==> config.mk <==
export PLATFORM = sky130hd
export DESIGN_NAME = pc_unit
export DESIGN_NICKNAME = d
export VERILOG_FILES = /design/src/rtl/pc_unit.sv
export SDC_FILE = /design/constraint.sdc
export NUM_CORES = 1
export LEC_CHECK = 0
export CORE_UTILIZATION = 46
export CTS_BUF_LIST = sky130_fd_sc_hd__clkbuf_4 sky130_fd_sc_hd__clkbuf_8 sky130_fd_sc_hd__clkbuf_16
export CTS_CLUSTER_SIZE = 14
export DETAILED_ROUTE_END_ITERATION = 16
export PLACE_DENSITY = 0.95
export SYNTH_ARGS = -nofsm -noshare
export SYNTH_HDL_FRONTEND = slang
export SYNTH_SLANG_ARGS = --single-unit
==> constraint.sdc <==
create_clock -name clk -period 6.1 [get_ports clk]
set_input_delay 0.61 -clock clk [delete_from_list [all_inputs] [get_ports clk]]
set_output_delay 0.61 -clock clk [all_outputs]
set_load 0.02 [all_outputs]
==> src/rtl/pc_unit.sv <==
// rtl/pc_unit.sv - fetch-stage program counter: increment, redirects, traps, fetch bubble
// Optional return-address stack enabled by defining PC_RAS_EN.
module pc_unit #(
  parameter int              XLEN      = 32,
  parameter logic [XLEN-1:0] RESET_VEC = '0,
  parameter logic [XLEN-1:0] TRAP_VEC  = XLEN'(4),
  parameter int              INC       = 4,
  parameter int              RAS_DEPTH = 4
) (
  input  logic            clk,
  input  logic            rst,
  input  logic            stall,
  input  logic            branch,
  input  logic [XLEN-1:0] addr,
  input  logic            trap,
  input  logic            trap_ret,
  input  logic            call,
  input  logic            ret,
  output logic [XLEN-1:0] pc,
  output logic            pc_valid,
  output logic [XLEN-1:0] pc_next,
  output logic [XLEN-1:0] epc,
  output logic            misalign
);

  typedef enum logic [1:0] {BOOT, RUN, BUBBLE} state_t;

  localparam logic [XLEN-1:0] INC_V = XLEN'(INC);

  if (XLEN < 8 || RAS_DEPTH < 2 || (RAS_DEPTH & (RAS_DEPTH - 1)) != 0) begin : g_bad_params
    $error("pc_unit: unsupported XLEN or RAS_DEPTH");
  end

  state_t          state, next_state;
  logic [XLEN-1:0] pc_upd, epc_upd, target;
  logic            mis_upd;
  logic            redirect_req;

  assign redirect_req = trap_ret | ret | call | branch;

`ifdef PC_RAS_EN
  localparam int PTR_W = $clog2(RAS_DEPTH);

  logic [XLEN-1:0]  ras_mem [RAS_DEPTH];
  logic [PTR_W-1:0] ras_ptr, ras_top;
  logic [PTR_W:0]   ras_count;
  logic             push, pop;

  assign ras_top = ras_ptr - 1'b1;

  // Circular stack: pushing when full lands on the oldest slot and overwrites it.
  always_ff @(posedge clk) begin
    if (rst) begin
      ras_ptr   <= '0;
      ras_count <= '0;
    end else if (push) begin
      ras_mem[ras_ptr] <= pc + INC_V;
      ras_ptr          <= ras_ptr + 1'b1;
      if (ras_count != (PTR_W + 1)'(RAS_DEPTH))
        ras_count <= ras_count + 1'b1;
    end else if (pop && ras_count != '0) begin
      ras_ptr   <= ras_top;
      ras_count <= ras_count - 1'b1;
    end
  end
`endif

  always_comb begin
    target     = addr;
    pc_upd     = pc;
    epc_upd    = epc;
    mis_upd    = 1'b0;
    next_state = RUN;
`ifdef PC_RAS_EN
    push = 1'b0;
    pop  = 1'b0;
`endif

    // Only the highest-priority redirect's target is checked for alignment.
    if (trap_ret)
      target = epc;
`ifdef PC_RAS_EN
    else if (ret && ras_count != '0)
      target = ras_mem[ras_top];
`endif

    if (trap) begin
      pc_upd     = TRAP_VEC;
      epc_upd    = pc;
      next_state = BUBBLE;
    end else if (redirect_req && target[1:0] != 2'b00) begin
      pc_upd     = TRAP_VEC;
      epc_upd    = pc;
      mis_upd    = 1'b1;
      next_state = BUBBLE;
    end else if (redirect_req) begin
      pc_upd     = target;
      next_state = BUBBLE;
`ifdef PC_RAS_EN
      pop  = ret & ~trap_ret;
      push = call & ~trap_ret & ~ret;
`endif
    end else if (state == RUN && !stall) begin
      pc_upd = pc + INC_V;
    end
  end

  always_ff @(posedge clk) begin
    if (rst) begin
      state    <= BOOT;
      pc       <= RESET_VEC;
      epc      <= '0;
      misalign <= 1'b0;
      pc_valid <= 1'b0;
    end else begin
      state    <= next_state;
      pc       <= pc_upd;
      epc      <= epc_upd;
      misalign <= mis_upd;
      pc_valid <= (next_state == RUN);
    end
  end

  assign pc_next = rst ? RESET_VEC : pc_upd;

endmodule

==> results.yml <==
synth:
  synth_most_common_cell: "nand2_1"
  syn_avg_cell_area_um2: 8.28
  yosys.cell_types.count: 39
  ys_seq_area_share_pct: 40.4
  ys_warn_count: 0
  ys_dominant_reg_cell: "dfxtp_1"
  synth_top_area_share_pct: 40.4
  syn_area_um2: 3320
  synth_area_leader_cell: "dfxtp_1"
  synth_edf_count: 0
  netlist_instances: 401
  synth_common_cells: "nand2_1 (81), dfxtp_1 (67), a21oi_1 (41)"
  syn_nets: 442
  synth_area_leaders: "dfxtp_1 (40%), nand2_1 (9.2%), a211oi_1 (7.5%), a21oi_1 (6.2%), xnor2_1 (5.8%)"
  synthArstFlopShare_pct: 0
  ys_seq_elements: 67
placement:
  placed_cells: 608
  hpwl_mm: 7.16
  gp_congestion: 0.834
  dpl_worst_slack_ns: 1.41
  io_buffers: 137
route:
  drc_errors: 0
  drt_iter0_markers: 220
  via_count: 3466
  postRouteWirelength_mm: 10.3
  ant_nets: 0
  drtPass1Iterations: 5
  wl_per_cell_um: 16.6
  routed_via_density: 5.56
cells_and_area:
  antenna_cells: 0
  ff_latch_area_um2: 1340
  n_fill_cell: 534
  finalNonFillerCells: 623
  final_nets: 564
  multi_input_area_um2: 1860
  layout-drive-gt1-share_pct: 7.02
  area_growth_pct: 48.2
critical_path:
  cp.arrival_ns: 4.06
  critical_path_class: "in2out"
  cpPeakStageDelay_ns: 1.09
  startpoint_type: "primary input"
  cp_slowest_cell: "or4_1"
  critPathTopFamily: "simple AND/OR/NAND/NOR gates"
  critPathMaxFanout: 48
  required_ns: 5.49
  worstSetupEndpointType: "primary output"
  path_buf_inv: 2
  cp_common_cell: "nand2_1"
  crit_chain: "buf_2 -> or4_1 -> nand2_1 -> nand2_1 -> a211oi_1 -> clkdlybuf4s50_1"
clock_tree:
  cts_hold_buf: 0
  cts.sinks: 67
  clk_latency_ns: 0.34
  cts_buffers: 9
  clk_pin_slew_ns: 0.07
  cts_tree: "done"
  h-tree-depth: 3
  cts_resized: 0
  cts_max_path_buffers: 2
  cts_setup_buffers: 0
  cts_root_buf: "clkbuf_8"
grt:
  grt_pass1_vias: 3362
  grt_overflow: 0
  grt_max_degree: 49
  grt_pass1_wl_mm: 16.7
  antenna_found_initial: 0
  grtUsageTotal_pct: 28.1
floorplan:
  start_util_pct: 48.3
  rows: 30
  die_y_um: 86.9
  core_area_um2: 6870
  die-width_um: 86.9
  dieArea_um2: 7560
  ios: 138
timing:
  finalCriticalPeriod_ns: 4.67
  setup_ws_ns: 1.43
  whs_ns: 0.471
  hold_viol: 0
  fin_skew_ns: 0.00893
  tns_ns: 0
  setup_viol: 0
  tightest_slew_ns: 1.08
  rsz0062_at_grt: "no"
  timing.max_slew.rel_slack_pct: 28.1
  max_freq_mhz: 214
  maxSlewViolCount: 0
  fin_crit_sh_pct: 76.5
power:
  p_sw_mw: 0.245
  p_leak_nw: 1.59
  p_per_area_nw_per_um2: 198
  total_power_mw: 0.975
  vdd_drop_max_v: 0.000117
  p_int_mw: 0.730
  seqPwrFrac_pct: 47.2
  p_sw_share_pct: 25.1
  pwr-share-clk_pct: 39.0
  power_frac_comb_pct: 13.9
run_status:
  status: "finished clean"
job:
  drv_cap: 0
worst_hold_path:
  worst_hold_path_type: "reg2reg"
[power by group through the flow]
stage / Combinational, mW / Sequential (mW) / Clock [mW]
final: 0.135 / 0.460 / 0.380
after global routing: 0.146 / 0.461 / 0.404
after CTS: 0.135 / 0.459 / 0.380
after detailed placement: 0.134 / 0.469 / 0
after global placement: 0.132 / 0.469 / 0
after floorplan: 0.0579 / 0.477 / 0
[state kept, by name, summed over array words and instances (netlist names)]
signal    flops
pc           32
epc          32
misalign      1
state         2
[logic make-up after synthesis]
kind of cell / Yosys count / synth area share (%)
simple gates: 167 / 25.6
compound gates: 91 / 17.4
flops: 67 / 40.4
buf+inv: 31 / 3.92
xor+xnor: 25 / 6.60
mux: 19 / 5.73
fa+ha+maj: 1 / 0.377
[metrics by stage]
step                util (%)  cell area [um2]
finish                  71.6             4920
CTS                     71.6             4920
global route            71.6             4920
floorplan                  -             3320
global placement        68.7             4720
detailed placement      68.7             4720
[metal layers]
metal | vias up | GRT usage (%) | part of all wire (%) | wire, um
li1 | 1656 | - | - | -
met1 | 1620 | 36.8 | 42 | 4360
met2 | 174 | 46.3 | 49 | 5050
met3 | 16 | 4.93 | 7.2 | 743
met4 | 0 | 10.2 | 1.6 | 161
met5 | - | 0 | 0 | 0
[placed cells by master, fill, tap and decap left out, drive strengths merged, types with 3 or more instances in the layout]
| cell type | count |
|---|---|
| nand3 | 13 |
| nor2 | 19 |
| or4 | 3 |
| a21oi | 42 |
| clkbuf | 13 |
| dfxtp | 67 |
| o21ai | 7 |
| and3 | 6 |
| nor3 | 7 |
| mux2i | 19 |
| xnor2 | 22 |
| nor2b | 15 |
| nand2 | 81 |
| a211oi | 36 |
| buf | 4 |
| clkdlybuf4s50 | 136 |
| nor4 | 7 |
| nand4 | 7 |
| xor2 | 3 |
[layout make-up]
type	count	share of cell area, %
clock inverter	2	0.712
timing repair buffer	140	28.2
inverter	2	0.153
clock buffer	13	3.38
multi-input combinational	303	37.8
tap	96	2.44
sequential	67	27.3
[tightest hold or removal path, cell delays in order (launching register included)]
cell and delay [ns]:
dfxtp_1 0.32, nand2_1 0.06, a21oi_1 0.05
[final timing paths]
kind | startpoint | to | slack (ns) | depth (start not counted)
worst max-delay path | trap_ret | pc_next[14] | 1.43 | 6
worst min-delay path | epc[20] | epc[20] | 0.47 | 2
worst max register to register | pc[2] | pc[24] | 3.49 | 6
worst min register to register | epc[20] | epc[20] | 0.47 | 2
No activity file was read; power rests on OpenSTA's default activity.
